$ cat config.mk
export PLATFORM = sky130hd
export DESIGN_NAME = fetch_branch_sequencer
export DESIGN_NICKNAME = d
export VERILOG_FILES = /design/src/rtl/fetch_branch_sequencer.sv
export SDC_FILE = /design/constraint.sdc
export NUM_CORES = 1
export LEC_CHECK = 0
export CAP_MARGIN = 10
export CORE_ASPECT_RATIO = 0.7
export CORE_MARGIN = 4
export CORE_UTILIZATION = 43
export CTS_BUF_LIST = sky130_fd_sc_hd__clkbuf_16
export DETAILED_ROUTE_END_ITERATION = 10
export GPL_ROUTABILITY_DRIVEN = 0
export PLACE_DENSITY = 0.77
export REMOVE_ABC_BUFFERS = 1
export SETUP_SLACK_MARGIN = 0.1
export SYNTH_ARGS = -nofsm -noshare
export SYNTH_HDL_FRONTEND = slang
export SYNTH_SLANG_ARGS = --single-unit
$ cat constraint.sdc
create_clock -name CLK -period 2.52 [get_ports CLK]
set_clock_uncertainty 0.05 [all_clocks]
set_input_delay 0.378 -clock CLK [delete_from_list [all_inputs] [get_ports CLK]]
set_output_delay 0.378 -clock CLK [all_outputs]
set_load 0.02 [all_outputs]
$ cat src/rtl/fetch_branch_sequencer.sv
`default_nettype none
// ============================================================================
// Module   : fetch_branch_sequencer
// Brief    : Multi-cycle fetch/decode/branch sequencer owning PC and IR for
//            the 16-bit accumulator processor.
// Revision : 1.0 - initial release
// ============================================================================
module fetch_branch_sequencer #(
    parameter logic [15:0] RESET_PC      = 16'h0000,
    parameter logic [15:0] PC_STEP       = 16'd2,
    parameter int          FETCH_TIMEOUT = 15
) (
    input  logic        CLK,
    input  logic        RST_N,
    input  logic        RUN,
    output logic        MEM_REQ,
    output logic [15:0] MEM_ADDR,
    input  logic [15:0] MEM_RDATA,
    input  logic        MEM_ACK,
    output logic [15:0] IR,
    input  logic [15:0] SEOUT,
    input  logic        ACC_ZERO,
    input  logic        ACC_NEG,
    output logic        EX_START,
    input  logic        EX_DONE,
    output logic [15:0] PC,
    output logic        BRANCH_TAKEN,
    output logic        FAULT,
    output logic        BUSY
);

    localparam logic [7:0] C_TO_LAST = 8'(FETCH_TIMEOUT - 1);

    typedef enum logic [2:0] {
        S_IDLE    = 3'd0,
        S_FETCH   = 3'd1,
        S_DECODE  = 3'd2,
        S_EXEC    = 3'd3,
        S_WAIT_EX = 3'd4
    } state_t;

    state_t      r_state;
    state_t      w_next;
    logic [15:0] r_pc;
    logic [15:0] r_ir;
    logic        r_fault;
    logic [7:0]  r_cnt;

    logic        w_cond;
    logic        w_timeout;
    logic        w_mem_req;
    logic        w_ex_start;
    logic        w_br_taken;

    always_comb begin
        w_cond = 1'b0;
        case (r_ir[14:13])
            2'b00:   w_cond = 1'b1;
            2'b01:   w_cond = ACC_ZERO;
            2'b10:   w_cond = ACC_NEG;
            default: w_cond = ~ACC_ZERO;
        endcase
    end

    // Last permitted FETCH cycle without an ack
    assign w_timeout = (r_cnt == C_TO_LAST);

    always_comb begin
        w_next     = r_state;
        w_mem_req  = 1'b0;
        w_ex_start = 1'b0;
        w_br_taken = 1'b0;
        case (r_state)
            S_IDLE: begin
                if (RUN && !r_fault) w_next = S_FETCH;
            end
            S_FETCH: begin
                w_mem_req = 1'b1;
                if (MEM_ACK)        w_next = S_DECODE;
                else if (w_timeout) w_next = S_IDLE;
            end
            S_DECODE: w_next = S_EXEC;
            S_EXEC: begin
                if (r_ir[15]) begin
                    w_br_taken = w_cond;
                    w_next     = RUN ? S_FETCH : S_IDLE;
                end else begin
                    w_ex_start = 1'b1;
                    w_next     = S_WAIT_EX;
                end
            end
            S_WAIT_EX: begin
                if (EX_DONE) w_next = RUN ? S_FETCH : S_IDLE;
            end
            default: w_next = S_IDLE;
        endcase
    end

    always_ff @(posedge CLK or negedge RST_N) begin
        if (!RST_N) begin
            r_state <= S_IDLE;
            r_pc    <= RESET_PC;
            r_ir    <= 16'h0000;
            r_fault <= 1'b0;
            r_cnt   <= 8'd0;
        end else begin
            r_state <= w_next;
            case (r_state)
                S_FETCH: begin
                    if (MEM_ACK) begin
                        r_ir  <= MEM_RDATA;
                        r_cnt <= 8'd0;
                    end else if (w_timeout) begin
                        r_fault <= 1'b1;
                        r_cnt   <= 8'd0;
                    end else begin
                        r_cnt <= r_cnt + 8'd1;
                    end
                end
                S_EXEC: begin
                    // Branch target is relative to the branch's own address
                    if (r_ir[15]) r_pc <= w_cond ? (r_pc + SEOUT) : (r_pc + PC_STEP);
                end
                S_WAIT_EX: begin
                    if (EX_DONE) r_pc <= r_pc + PC_STEP;
                end
                default: ;
            endcase
        end
    end

    assign MEM_REQ      = w_mem_req;
    assign MEM_ADDR     = r_pc;
    assign IR           = r_ir;
    assign PC           = r_pc;
    assign EX_START     = w_ex_start;
    assign BRANCH_TAKEN = w_br_taken;
    assign FAULT        = r_fault;
    assign BUSY         = (r_state != S_IDLE);

endmodule
`default_nettype wire

==> metrics.yaml, run 1 <==
status:
  status: "finished clean"
grt:
  grt_usage: 0.2136
  grt_max_degree: 19
  grt_use_met2: 0.3093
  grt_pass1_vias: 2866
  global_route.usage.met3: 0.03981
  met1_usage: 0.3229
  grt_overflow: 0
  grt.busiest_layer: "met1"
  grt_pass1_wl_um: 14580
  antenna_found_initial: 0
setup_path:
  critPathMaxStageDelay_ps: 490
  reg2reg_setup_slack_ps: 110
  r2r_start: "MEM_ADDR[12]$_DFFE_PN0P_"
  crit_chain: "ha_1 > a21oi_1 > a211oi_1 > nand4_1 > and3_1 > nor4_1 > o32a_1"
  worst_ep_required_time_ps: 2700
  r2r-end: "MEM_ADDR[15]$_DFFE_PN0P_"
  cp_max_fo: 8
  startpoint_type: "register"
  path_class: "register to register"
  cp_slowest_cell: "dfrtp_1"
  cp_top_family: "compound AO/OA/AOI/OAI gates"
  reg2reg_depth: 7
  crit_buf_inv: 0
  arrival_ps: 2590
  end_kind: "register"
hold_path:
  hp-class: "register to register"
  holdPathEnd: "IR[10]$_DFFE_PN0P_"
  hold_depth: 1
  hp-start: "IR[10]$_DFFE_PN0P_"
route:
  route.detailed.drc: 0
  drt-total-wl_um: 9142
  drt_first_pass_iters: 5
  dr_total_vias: 3002
  vias_per_cell: 5.559
  postRouteAntennaNets: 0
  drtIter0Drc: 246
  avgRoutedWirePerCell_um: 16.93
sta:
  clock.fmax_mhz: 415.0
  max_slew.worst_pin.slew_ps: 467.0
  rsz0062_at_grt: "true"
  fin_crit_ps: 2410
  finalHoldViolations: 0
  max_slew_margin: 0.6886
  min_period_over_period: 0.9563
  setup_viol_count_final: 0
  maxSlewViolCount: 0
final_layout:
  drive_above_1_share: 0.1704
  synthToLayoutAreaGrowth_pct: 42.61
  nFillCells: 574
  nets: 503
  antennaDiodeCount: 0
  postLayoutCoreUtil: 0.6445
synthesis:
  synth_ff_type: "dfrtp_1"
  ys_types: 57
  yosysWarnings: 0
  avgSynthCellArea_um2: 9.326
  synthCells: 335
  synth.area.top_cells: "dfrtp_1 35%, ha_1 7.2%, buf_4 4.1%"
  ys_ff_latch: 44
  synth_common_cells: "44 x dfrtp_1, 28 x nand2_1, 25 x o21ai_0, 24 x a21oi_1"
  syn_area_mm2: 0.003124
  yosys.cell_count.top_type: "dfrtp_1"
  synth_top_area_cell: "dfrtp_1"
  async_flop_share: 1.000
  yosys.area.top_type_share: 0.3524
  seq_area_frac_synth: 0.3524
  synth_edf_count: 0
die:
  dieArea_mm2: 0.008715
  ios: 92
  start_util: 0.4519
  rows: 25
  core_area_mm2: 0.006913
  die_w_um: 109.9
  die_height_um: 79.32
flow_run:
  drv_cap: 0
pwr:
  power_mw: 6.125
  p_per_area_mw_per_mm2: 1375
  vdd_drop_max_mv: 0.5894
  leakage_nw: 1.852
clock_tree:
  cts-htree-levels: 2
  clock_latency_ps: 290
  cts_buffer_depth: 2
  cts_tree: "built"
  clk_pin_slew_worst_paths_ps: 60
  clock_sinks: 44
  numCtsBuffers: 5
  root_buffer: "clkbuf_16"
placement:
  dp_hpwl_um: 7096
  numPortBuffers: 91
[per-stage QoR]
stage	hold WS (ps)	TNS [ps]	area [um^2]	cells	setup WS, ps
after floorplan	32.41	-89.75	2918	308	-89.75
after global placement	301.8	-1527	4219	530	-359.6
final	440.3	0	4456	540	110.2
after global routing	449.0	0	4456	540	73.49
after CTS	440.1	0	4413	539	100.1
after detailed placement	302.7	-2211	4219	530	-452.4
[registers in the layout, indices dropped and copies added, names as in the netlist]
signal / flops
r_state: 3
FAULT: 1
IR: 16
r_cnt: 8
MEM_ADDR: 16
[layout by cell type (no fill, tap or decap), types with 5 or more instances in the layout]
master | Yosys | routed
nor2_1 | 18 | 18
nand2_1 | 28 | 28
dfrtp_1 | 44 | 44
inv_1 | 9 | 9
ha_1 | 18 | 16
o21ai_0 | 25 | 23
clkbuf_16 | 0 | 5
nand2b_1 | 5 | 5
a21o_1 | 8 | 8
clkdlybuf4s50_1 | 0 | 88
a21oi_1 | 24 | 23
xor2_1 | 6 | 6
nand3_1 | 15 | 15
xnor2_1 | 9 | 9
mux2_2 | 6 | 6
nor3_1 | 10 | 10
buf_4 | 17 | 38
mux2_1 | 10 | 10
a211oi_1 | 8 | 5
nand4_1 | 5 | 5
o21ai_1 | 3 | 5
[layout make-up]
cell class	instances	area, um^2	area share
multi-input cells	254	1829	0.4106
repair buffers	130	1202	0.2699
flip-flops and latches	44	1101	0.2471
clock buffers	5	125.1	0.02808
well taps	94	117.6	0.02640
clock inverters	3	42.54	0.009548
inverters	10	37.54	0.008425
[cells by family after synthesis]
| kind of cell | after synthesis | share of synthesized area |
|---|---|---|
| multiplexers | 16 | 0.05767 |
| AND/OR/NAND/NOR | 102 | 0.1702 |
| adder cells (fa/ha/maj) | 19 | 0.07850 |
| buffers and inverters | 37 | 0.07809 |
| AO/OA/AOI/OAI | 102 | 0.2211 |
| XOR/XNOR | 15 | 0.04205 |
| flip-flops | 44 | 0.3524 |
[worst reg2reg max path, cell delays in order (launching register included)]
cell and delay, ps:
dfrtp_1 490, ha_1 410, a21oi_1 130, a211oi_1 420, nand4_1 250, and3_1 250
nor4_1 190, o32a_1 180
[routing by layer]
layer,routed length (um),vias to the layer above
li1,-,1435
met1,4310,1434
met2,4065,124
met3,656,9
met4,110,0
met5,0,-
[worst max path at each step]
stage,from,end,slack (ps),cells after the start
after global placement,SEOUT[0],MEM_ADDR[14]$_DFFE_PN0P_,-360,9
after global routing,MEM_ADDR[7]$_DFFE_PN0P_,MEM_ADDR[14]$_DFFE_PN0P_,70,7
after CTS,SEOUT[0],MEM_ADDR[14]$_DFFE_PN0P_,100,9
after floorplan,MEM_ADDR[0]$_DFFE_PN0P_,MEM_ADDR[14]$_DFFE_PN0P_,-90,8
after detailed placement,SEOUT[0],MEM_ADDR[14]$_DFFE_PN0P_,-450,9
final,MEM_ADDR[12]$_DFFE_PN0P_,MEM_ADDR[15]$_DFFE_PN0P_,110,7
[power breakdown]
part / switching (mW) / internal, mW / total (mW)
Combinational: 2.09 / 1.95 / 4.04
Sequential: 0.329 / 1.01 / 1.33
Clock: 0.287 / 0.466 / 0.753
[timing repair]
action / CTS / global route
setup endpoints to repair: 6 / 8
hold buffers: 1 / 0
endpoints found under the hold margin: 14 / 0
setup buffers: 0 / 1
resized for setup: 5 / 8
pin swaps: 1 / 9
Power figures use the tool's default switching activity.
==> run 2, diff against run 1 <==
--- a/config.mk
+++ b/config.mk
@@ -12,7 +12,7 @@
 export CTS_BUF_LIST = sky130_fd_sc_hd__clkbuf_16
 export DETAILED_ROUTE_END_ITERATION = 10
 export GPL_ROUTABILITY_DRIVEN = 0
-export PLACE_DENSITY = 0.77
+export PLACE_DENSITY_LB_ADDON = 0.08
 export REMOVE_ABC_BUFFERS = 1
 export SETUP_SLACK_MARGIN = 0.1
 export SYNTH_ARGS = -nofsm -noshare
==> constraint.sdc (replaced) <==
create_clock -name CLK -period 2.1 [get_ports CLK]
set_clock_uncertainty 0.05 [all_clocks]
set_input_delay 0.315 -clock CLK [delete_from_list [all_inputs] [get_ports CLK]]
set_output_delay 0.315 -clock CLK [all_outputs]
set_load 0.02 [all_outputs]
==> run 2 against run 1 <==
Against the previous run:
- the run now ends with setup timing left
- power rose by 36%
- sequential share of layout area decreased by 2.8 points
- sequential power increased by 11%
- die area unchanged
- maximum frequency is 5.9% higher
- clock-buffer cell count unchanged
- cell count grew 7.4%
- global-route usage is 1.4 points higher
- sequential cell count unchanged
- register-to-register slack got worse by 290 ps
- clock power up 20%
- non-clock buffer count is 40 higher
- critical endpoint is now MEM_ADDR[10]$_DFFE_PN0P_
==> metrics.yaml, run 2 (synthesis gave the netlist of run 1 again) <==
status:
  status: "finished with violations"
  violations: "setup timing"
placement:
  place_area_mm2: 0.004477  # +6.1%
  place_ws_ps: -896.3  # -444.0 ps
  numPortBuffers: 91  # unchanged
  dp_hpwl_um: 6893  # -2.9%
route:
  drt_first_pass_iters: 5  # unchanged
  drtIter0Drc: 159  # -35%
  postRouteAntennaNets: 0  # unchanged
  route.detailed.drc: 0  # unchanged
  drt-total-wl_um: 9640  # +5.4%
  dr_total_vias: 3162  # +5.3%
  vias_per_cell: 5.452  # -1.9%
  avgRoutedWirePerCell_um: 16.62  # -1.8%
setup_path:
  path_class: "register to register"
  critPathMaxStageDelay_ps: 380  # -110 ps
  startpoint_type: "register"
  end_kind: "register"
  worst_ep_required_time_ps: 2240  # -460 ps
  crit_chain: "ha_2 > fa_2 > a211oi_4 > o211ai_1 > a21oi_2 > o21bai_1 > xnor2_1 > a221oi_2"
  arrival_ps: 2410  # -180 ps
  cp_slowest_cell: "dfrtp_1"
  cp_max_fo: 3  # -5
clock_tree:
  hold_buffers: 0  # -1
  root_buffer: "clkbuf_16"
  clock_sinks: 44  # unchanged
  cts_tree: "built"
  numCtsBuffers: 5  # unchanged
  clock_latency_ps: 280  # about the same
  cts-htree-levels: 2  # unchanged
  clk_pin_slew_worst_paths_ps: 70  # about the same
  cts_buffer_depth: 2  # unchanged
pwr:
  vdd_drop_max_mv: 0.9183  # +56%
  p_comb_frac: 0.716  # +0.057
  p_sw_mw: 3.590  # +33%
  swShare: 0.4307  # -0.01137
  p_per_area_mw_per_mm2: 1661  # +21%
  clkPwrFrac: 0.108  # -0.015
  p_seq_frac: 0.176  # -0.042
  leakage_nw: 2.104  # +14%
  power.internal_mw: 4.745  # +39%
sta:
  max_slew.worst_pin.slew_ps: 599.7  # +132.6 ps
  rsz0062_at_grt: "true"
  maxSlewViolCount: 0  # unchanged
  setup_viol_count_final: 8  # +8
  fin_crit_ps: 2275  # -134.5 ps
  max_slew_margin: 0.6002  # -0.08839
  finalHoldViolations: 0  # unchanged
  clock.fmax_mhz: 439.5  # +5.9%
  fin_ws_ps: -175.3  # -285.5 ps
  min_period_over_period: 1.083  # +0.1272
die:
  rows: 25  # unchanged
  die_w_um: 109.9  # unchanged
  die_height_um: 79.32  # unchanged
  ios: 92  # unchanged
  core_area_mm2: 0.006913  # unchanged
  dieArea_mm2: 0.008715  # unchanged
  start_util: 0.4519  # unchanged
final_layout:
  final_area_mm2: 0.005017  # +13%
  drive_above_1_share: 0.3128  # +0.1424
  final_cell_mix: "79 x clkdlybuf4s50_1, 73 x buf_4, 44 x dfrtp_1, 26 x nand2_1, 24 x o21ai_0"
  synthToLayoutAreaGrowth_pct: 60.59
  nets: 543  # +8.0%
  antennaDiodeCount: 0  # unchanged
  layout_commonest_cell: "clkdlybuf4s50_1"
  nFillCells: 507  # -12%
  postLayoutCoreUtil: 0.7258  # +0.08127
grt:
  grt_pass1_wl_um: 15740  # +7.9%
  grt_pass1_vias: 3184  # +11%
  antenna_found_initial: 0  # unchanged
  grt_usage: 0.2273  # +0.01369
  grt_max_degree: 45  # +26
  grt_overflow: 0  # unchanged
hold_path:
  hp-class: "input pin to asynchronous set/reset pin"
flow_run:
  drv_cap: 0  # unchanged
run 2: changes by cell type in the layout (fill, tap and decap cells not counted), moves of 4 or more:
cell             previous run  this run
a21oi_2                     1         5
ha_1                       16         9
clkdlybuf4s50_1            88        79
buf_6                       0         5
dlygate4sd2_1               1         8
a21oi_1                    23        19
buf_4                      38        73
ha_4                        1         7
run 2: layout make-up:
class                   count  area, um^2  area share
inverters                  10       37.54    0.007481
well taps                  94       117.6     0.02344
flip-flops and latches     44        1101      0.2195
clock inverters             3       42.54    0.008479
repair buffers            170        1520      0.3030
multi-input cells         254        2073      0.4132
clock buffers               5       125.1     0.02494
run 2: worst max-delay path, delay by kind of cell, from the launching register on:
kind | cells | cell delay (ps)
adder cells (fa/ha/maj) | 2 | 570
AO/OA/AOI/OAI | 5 | 1040
flip-flops | 1 | 380
XOR/XNOR | 1 | 140
run 2: stage by stage:
step                      setup TNS [ps]  power, mW  hold WS [ps]  cells
after floorplan                    -2329      4.165        -30.59    308
after global placement             -6114      6.551         391.2    561
after detailed placement           -6930      6.642         391.5    561
after CTS                         -553.6      8.095         86.05    575
after global routing               -1348      8.893         104.2    580
final                             -763.3      8.335         68.73    580
run 2: path summary, 6_finish.rpt:
| kind | endpoint | cells after the start | slack [ps] | from |
|---|---|---|---|---|
| setup / recovery | MEM_ADDR[10]$_DFFE_PN0P_ | 8 | -180 | MEM_ADDR[0]$_DFFE_PN0P_ |
| hold / removal | r_cnt[4]$_DFFE_PN0P_ | 2 | 70 | RST_N |
| setup reg to reg | MEM_ADDR[10]$_DFFE_PN0P_ | 8 | -180 | MEM_ADDR[0]$_DFFE_PN0P_ |
| hold reg to reg | IR[11]$_DFFE_PN0P_ | 1 | 440 | IR[11]$_DFFE_PN0P_ |
| max in group asynchronous | MEM_ADDR[10]$_DFFE_PN0P_ | 2 | 1520 | RST_N |
| min in group CLK | IR[11]$_DFFE_PN0P_ | 1 | 440 | IR[11]$_DFFE_PN0P_ |
run 2: power groups by stage:
stage	Clock, mW	Sequential, mW	Combinational, mW
after floorplan	0	2.15	2.01
after global placement	0	1.44	5.12
after detailed placement	0	1.45	5.20
after CTS	0.911	1.46	5.72
after global routing	0.961	1.52	6.41
final	0.902	1.47	5.96
run 2: what timing repair did:
action | CTS | global route
endpoints found under the setup margin | 16 | 18
gates resized for setup | 61 | 17
pin swaps | 35 | 18
setup buffers | 8 | 6
run 2: metal layers:
metal | vias to the layer above | global-route usage | routed length [um]
li1 | 1515 | - | -
met1 | 1519 | 0.3315 | 4533
met2 | 115 | 0.3390 | 4307
met3 | 13 | 0.05686 | 664
met4 | 0 | 0.04608 | 136
met5 | - | 0 | 0
